**src/rtl/regfile_write_arbiter.sv**
```systemverilog
// regfile_write_arbiter
//
// Owns the register file's single write port and shares it between two
// writeback requesters: A (execute/ALU) and B (load/memory). Round-robin
// arbitration with a valid/ready handshake; the winning write is registered
// onto the regWrite/writeRegister/writeData lines one cycle later. A
// per-register busy scoreboard lets issue logic stall on pending destinations.
//
// Ports:
//   clk, reset_n                   clock, asynchronous active-low reset
//   reserve_valid, reserve_reg     issue logic claims a destination register
//   a_valid/a_reg/a_data/a_ready   requester A handshake
//   b_valid/b_reg/b_data/b_ready   requester B handshake
//   rf_write, rf_write_register,
//   rf_write_data                  registered register-file write port
//   src1_reg/src1_busy,
//   src2_reg/src2_busy             operand hazard lookup
//   busy                           full scoreboard bitmap (bit 0 always 0)
//   err_unreserved                 sticky: write accepted to a non-busy register

module regfile_write_arbiter #(
    parameter int unsigned NUM_REGS   = 32,
    parameter int unsigned ADDR_WIDTH = 5,
    parameter int unsigned DATA_WIDTH = 32
) (
    input  logic                  clk,
    input  logic                  reset_n,

    input  logic                  reserve_valid,
    input  logic [ADDR_WIDTH-1:0] reserve_reg,

    input  logic                  a_valid,
    input  logic [ADDR_WIDTH-1:0] a_reg,
    input  logic [DATA_WIDTH-1:0] a_data,
    output logic                  a_ready,

    input  logic                  b_valid,
    input  logic [ADDR_WIDTH-1:0] b_reg,
    input  logic [DATA_WIDTH-1:0] b_data,
    output logic                  b_ready,

    output logic                  rf_write,
    output logic [ADDR_WIDTH-1:0] rf_write_register,
    output logic [DATA_WIDTH-1:0] rf_write_data,

    input  logic [ADDR_WIDTH-1:0] src1_reg,
    input  logic [ADDR_WIDTH-1:0] src2_reg,
    output logic                  src1_busy,
    output logic                  src2_busy,
    output logic [NUM_REGS-1:0]   busy,
    output logic                  err_unreserved
);

    // Priority pointer: 0 favours A, 1 favours B on a contended cycle.
    logic                  ptr_q, ptr_d;
    logic [NUM_REGS-1:0]   busy_q, busy_d;
    logic                  err_q, err_d;
    logic                  wr_q, wr_d;
    logic [ADDR_WIDTH-1:0] wreg_q, wreg_d;
    logic [DATA_WIDTH-1:0] wdata_q, wdata_d;

    logic                  contended;
    logic                  grant_a, grant_b, xfer;
    logic [ADDR_WIDTH-1:0] xfer_reg;
    logic [DATA_WIDTH-1:0] xfer_data;

    // Grants are gated by reset_n so both readies drop as soon as reset asserts.
    always_comb begin
        contended = a_valid & b_valid;
        grant_a   = reset_n & a_valid & (~b_valid | ~ptr_q);
        grant_b   = reset_n & b_valid & (~a_valid | ptr_q);
        xfer      = grant_a | grant_b;
        xfer_reg  = grant_b ? b_reg  : a_reg;
        xfer_data = grant_b ? b_data : a_data;
    end

    assign a_ready = grant_a;
    assign b_ready = grant_b;

    always_comb begin
        // Only contended cycles move the pointer: it then names the loser.
        ptr_d = contended ? grant_a : ptr_q;

        wr_d    = 1'b0;
        wreg_d  = wreg_q;
        wdata_d = wdata_q;
        if (xfer) begin
            wr_d    = (xfer_reg != '0);
            wreg_d  = xfer_reg;
            wdata_d = xfer_data;
        end

        // Clear first, then set: a new reservation on the same edge wins.
        busy_d = busy_q;
        if (xfer) begin
            busy_d[xfer_reg] = 1'b0;
        end
        if (reserve_valid && (reserve_reg != '0)) begin
            busy_d[reserve_reg] = 1'b1;
        end
        busy_d[0] = 1'b0;

        err_d = err_q | (xfer && (xfer_reg != '0) && !busy_q[xfer_reg]);
    end

    always_ff @(posedge clk or negedge reset_n) begin
        if (!reset_n) begin
            ptr_q   <= 1'b0;
            busy_q  <= '0;
            err_q   <= 1'b0;
            wr_q    <= 1'b0;
            wreg_q  <= '0;
            wdata_q <= '0;
        end else begin
            ptr_q   <= ptr_d;
            busy_q  <= busy_d;
            err_q   <= err_d;
            wr_q    <= wr_d;
            wreg_q  <= wreg_d;
            wdata_q <= wdata_d;
        end
    end

    assign rf_write          = wr_q;
    assign rf_write_register = wreg_q;
    assign rf_write_data     = wdata_q;
    assign busy              = busy_q;
    assign err_unreserved    = err_q;

    // busy_q[0] is held at 0, so register 0 never reads as busy.
    assign src1_busy = busy_q[src1_reg];
    assign src2_busy = busy_q[src2_reg];

endmodule

```
**config.mk**
```make
export PLATFORM = sky130hd
export DESIGN_NAME = regfile_write_arbiter
export DESIGN_NICKNAME = d
export VERILOG_FILES = /design/src/rtl/regfile_write_arbiter.sv
export SDC_FILE = /design/constraint.sdc
export NUM_CORES = 1
export LEC_CHECK = 0
export BUFFER_PORTS_ARGS = -buffer_cell sky130_fd_sc_hd__buf_2
export CAP_MARGIN = 25
export CELL_PAD_IN_SITES_DETAIL_PLACEMENT = 0
export CELL_PAD_IN_SITES_GLOBAL_PLACEMENT = 1
export CORE_MARGIN = 1.5
export CORE_UTILIZATION = 35
export DETAILED_ROUTE_END_ITERATION = 6
export HOLD_SLACK_MARGIN = 0.15
export PLACE_DENSITY_LB_ADDON = 0.1
export SYNTH_ARGS = -nofsm -noshare
export SYNTH_HDL_FRONTEND = slang
export SYNTH_SLANG_ARGS = --single-unit
```
**constraint.sdc**
```tcl
create_clock -name clk -period 2.33 [get_ports clk]
set_input_delay 0.1165 -clock clk [delete_from_list [all_inputs] [get_ports clk]]
set_output_delay 0.1165 -clock clk [all_outputs]
set_load 0.05 [all_outputs]
```
==> results.tsv <==
stage	metric	value	unit
synthesis	Adder-Cell Fraction of Synth Area	0	%
route	1st-pass router iterations	5	
die	Initial Utilization	36.4	%
critical_path	Worst setup SP type	register	
synthesis	register bit total from synthesis	71	
critical_path	CP max FO	5	
clocking	Clk pin slew, worst setup/hold paths	0.06	ns
sta	endpoints failing setup	0	
die	Die Wd	110	um
die	area of the core	0.0110	mm^2
clocking	later-pin clock latency in the skew report	0.34	ns
die	boundary pin count	169	
critical_path	crit-path max cell delay	0.50	ns
synthesis	sequential area share after synthesis	44.3	%
synthesis	Synth Warn #	0	
critical_path	Critical Path End Type	output pin	
global_routing	vias in the first global route	4138	
sta	Tcrit/Tclk final	98.4	%
layout	share of layout cells above drive strength 1	37.6	%
placed_design	hpwl dp	9.75	mm
synthesis	Synth area leader	dfrtp_1	
synthesis	Async S/R FF share, synth	100	%
layout	footprint of the multi-input gates	0.00213	mm^2
power_and_ir_drop	power share of the clock group	25.6	%
route	# DRC	0	
global_routing	GRT Total Usage	23.4	%
synthesis	Synth area leaders	dfrtp_1 44%, mux4_2 11%, nand2_1 8.2%	
layout	cell area after layout	0.00614	mm^2
route	total routed wirelength	13.7	mm
synthesis	Compound-Gate Fraction of Synth Area	17.9	%
sta	final max-slew violation count	0	
power_and_ir_drop	Max rail drop VDD	0.000641	V
route	post-route ant nets	0	
power_and_ir_drop	internal cell power	3.30	mW
critical_path	CP dominant cell by count	mux4_2	
clocking	CTS max path bufs	2	
clocking	number of buffers created by CTS	9	
layout	final net count	760	
power_and_ir_drop	Pleak	2.76	nW
power_and_ir_drop	Sw Pwr	2.40	mW
synthesis	XOR/XNOR share of the synthesized area	0	%
critical_path	Req. time, crit path	2.21	ns
global_routing	largest net degree at the start of global routing	67	
critical_path	Critical Path AT	2.18	ns
global_routing	first-pass GRT wire length	21.3	mm
layout	Seq. cell area	0.00178	mm^2
placed_design	gpl congestion	0.877	
clocking	CTS tree	yes	
outcome	status	finished, final reports clean	
die	Rows	38	
die	Die Height	110	um
worst_hold_path	HP Class	input port to async pin	
synthesis	multiplexer share of the synthesized area	17.0	%
synthesis	syn nets	516	
sta	Relative slew margins	58.5	%
clocking	htree depth	3	
job	Max Cap Viol	0	
global_routing	initial antenna violation count	1	
route	routed length per instance	16.9	um
critical_path	Buf+Inv Stages, Crit Path	1	
synthesis	Mapped Area	0.00401	mm^2
critical_path	CP cell instances	mux4_2 > mux4_2 > mux2_2 > buf_6	
global_routing	Overflow after GRT	0	
clocking	CTS sink cnt	71	
layout	fill count	1028	
placed_design	placed inst area	0.00498	mm^2
clocking	Root Buffer	clkbuf_16	
die	die area	0.0121	mm^2
synthesis	cell with the most instances after synthesis	nand2_1	
route	vias	4289	
route	DR iter-0 viols	301	
synthesis	Netlist cell types	48	
layout	Synth-to-Final Area Change	53.1	%
sta	Period minus WS final	2.29	ns
route	vias per std cell	5.29	
power_and_ir_drop	switching share of total power	42.1	%
placed_design	Port Buffers	167	
sta	Slew @ Worst Pin	0.623	ns
synthesis	Synth Flop Type	dfrtp_1	
critical_path	slowest CP cell	mux4_2	
power_and_ir_drop	sequential share of power	31.2	%
critical_path	cell family with most CP delay	multiplexers	
critical_path	Setup Crit Path Kind	register to output pin	
synthesis	Post-synth top cells	88 x nand2_1, 71 x dfrtp_1, 54 x o21ai_0	
synthesis	EDFF count, synth	0	
synthesis	Syn Area/Cell	9.51	um^2
sta	clk_skew	0.00760	ns
power_and_ir_drop	Final Power	5.69	mW
synthesis	post-synth top area share	44.3	%
power_and_ir_drop	Gate power share	43.2	%
sta	highest clock rate	0.436	GHz
synthesis	synthesized instance count	422	
synthesis	main combinational cell family by area after synthesis	compound AO/OA/AOI/OAI gates	
power_and_ir_drop	Power Density	926	mW/mm^2
sta	final-report hold violation count	0	
sta	RSZ-0062 raised after global routing	yes	
synthesis	area share of and/or/nand/nor cells after synthesis	17.5	%
==> layer usage <==
metal / GRT usage [%] / routed length, um / vias to the layer above
li1: - / - / 2025
met1: 31.9 / 5920 / 2060
met2: 37.2 / 6430 / 183
met3: 3.59 / 1040 / 21
met4: 10.1 / 296 / 0
met5: 0 / 0 / -
==> repair_timing <==
action,CTS,global route
endpoints found under the setup margin,2,31
gates cloned,0,0
setup buffers,6,4
hold buffers,73,0
resized for setup,3,10
pin swaps,0,1
endpoints found under the hold margin,108,0
==> stage by stage <==
stage                     utilization [%]  TNS (ns)  hold WS, ns  setup slack, ns  cells
after floorplan                         -         0       -0.179            0.283    422
after global placement               45.1         0      -0.0648            0.238    712
after detailed placement             45.1         0      -0.0657            0.167    712
after CTS                            55.0         0        0.157          0.00227    806
after global routing                 55.7  -0.00603        0.171         -0.00603    811
final                                55.7         0        0.169           0.0383    811
==> registers in the layout, indices dropped and copies added, names as in the netlist <==
register           count
rf_write_data         32
busy                  31
ptr_q                  1
rf_write_register      5
err_unreserved         1
rf_write               1
==> path summary, 6_finish.rpt <==
| path | startpoint | to | slack, ns | cells past startpoint |
|---|---|---|---|---|
| max in group asynchronous | reset_n | busy[22]$_DFF_PN0_ | 1.32 | 3 |
| setup reg to reg | ptr_q$_DFFE_PN0P_ | err_unreserved$_DFF_PN0_ | 0.19 | 8 |
| setup / recovery | busy[27]$_DFF_PN0_ | src1_busy | 0.04 | 4 |
| hold / removal | reset_n | err_unreserved$_DFF_PN0_ | 0.17 | 2 |
| min in group clk | a_reg[2] | rf_write_register[2]$_DFFE_PN0N_ | 0.18 | 3 |
| hold reg to reg | rf_write_register[1]$_DFFE_PN0N_ | rf_write_register[1]$_DFFE_PN0N_ | 0.47 | 2 |
==> cell families after synthesis <==
group	Yosys count
AO/OA/AOI/OAI	121
buffers and inverters	29
AND/OR/NAND/NOR	160
other	1
flip-flops	71
multiplexers	40
==> power groups by stage <==
stage / clock network (mW) / logic [mW] / registers [mW]
after floorplan: 0 / 0.754 / 2.57
after global routing: 1.53 / 2.62 / 1.81
after detailed placement: 0 / 2.18 / 1.80
after global placement: 0 / 2.17 / 1.80
final: 1.46 / 2.46 / 1.77
after CTS: 1.48 / 2.43 / 1.77
==> area by class of cell <==
class / count / area share (%)
tap: 140 / 2.85
timing repair buffer: 259 / 28.2
inverter: 3 / 0.183
clock buffer: 9 / 3.67
clock inverter: 6 / 1.41
sequential: 71 / 29.0
multi-input combinational: 322 / 34.6
antenna: 1 / 0.0407
==> cell usage in the layout, fill, tap and decap left out, types with 6 or more instances in the layout <==
cell,count
buf_2,164
nand3_1,11
mux2_2,6
mux2i_1,7
a31oi_1,34
dfrtp_1,68
o21ai_1,13
dlygate4sd3_1,73
mux4_2,20
o21ai_0,54
nor2_1,40
buf_4,18
nand2_1,88
clkbuf_16,9
No activity file was read; power rests on OpenSTA's default activity.
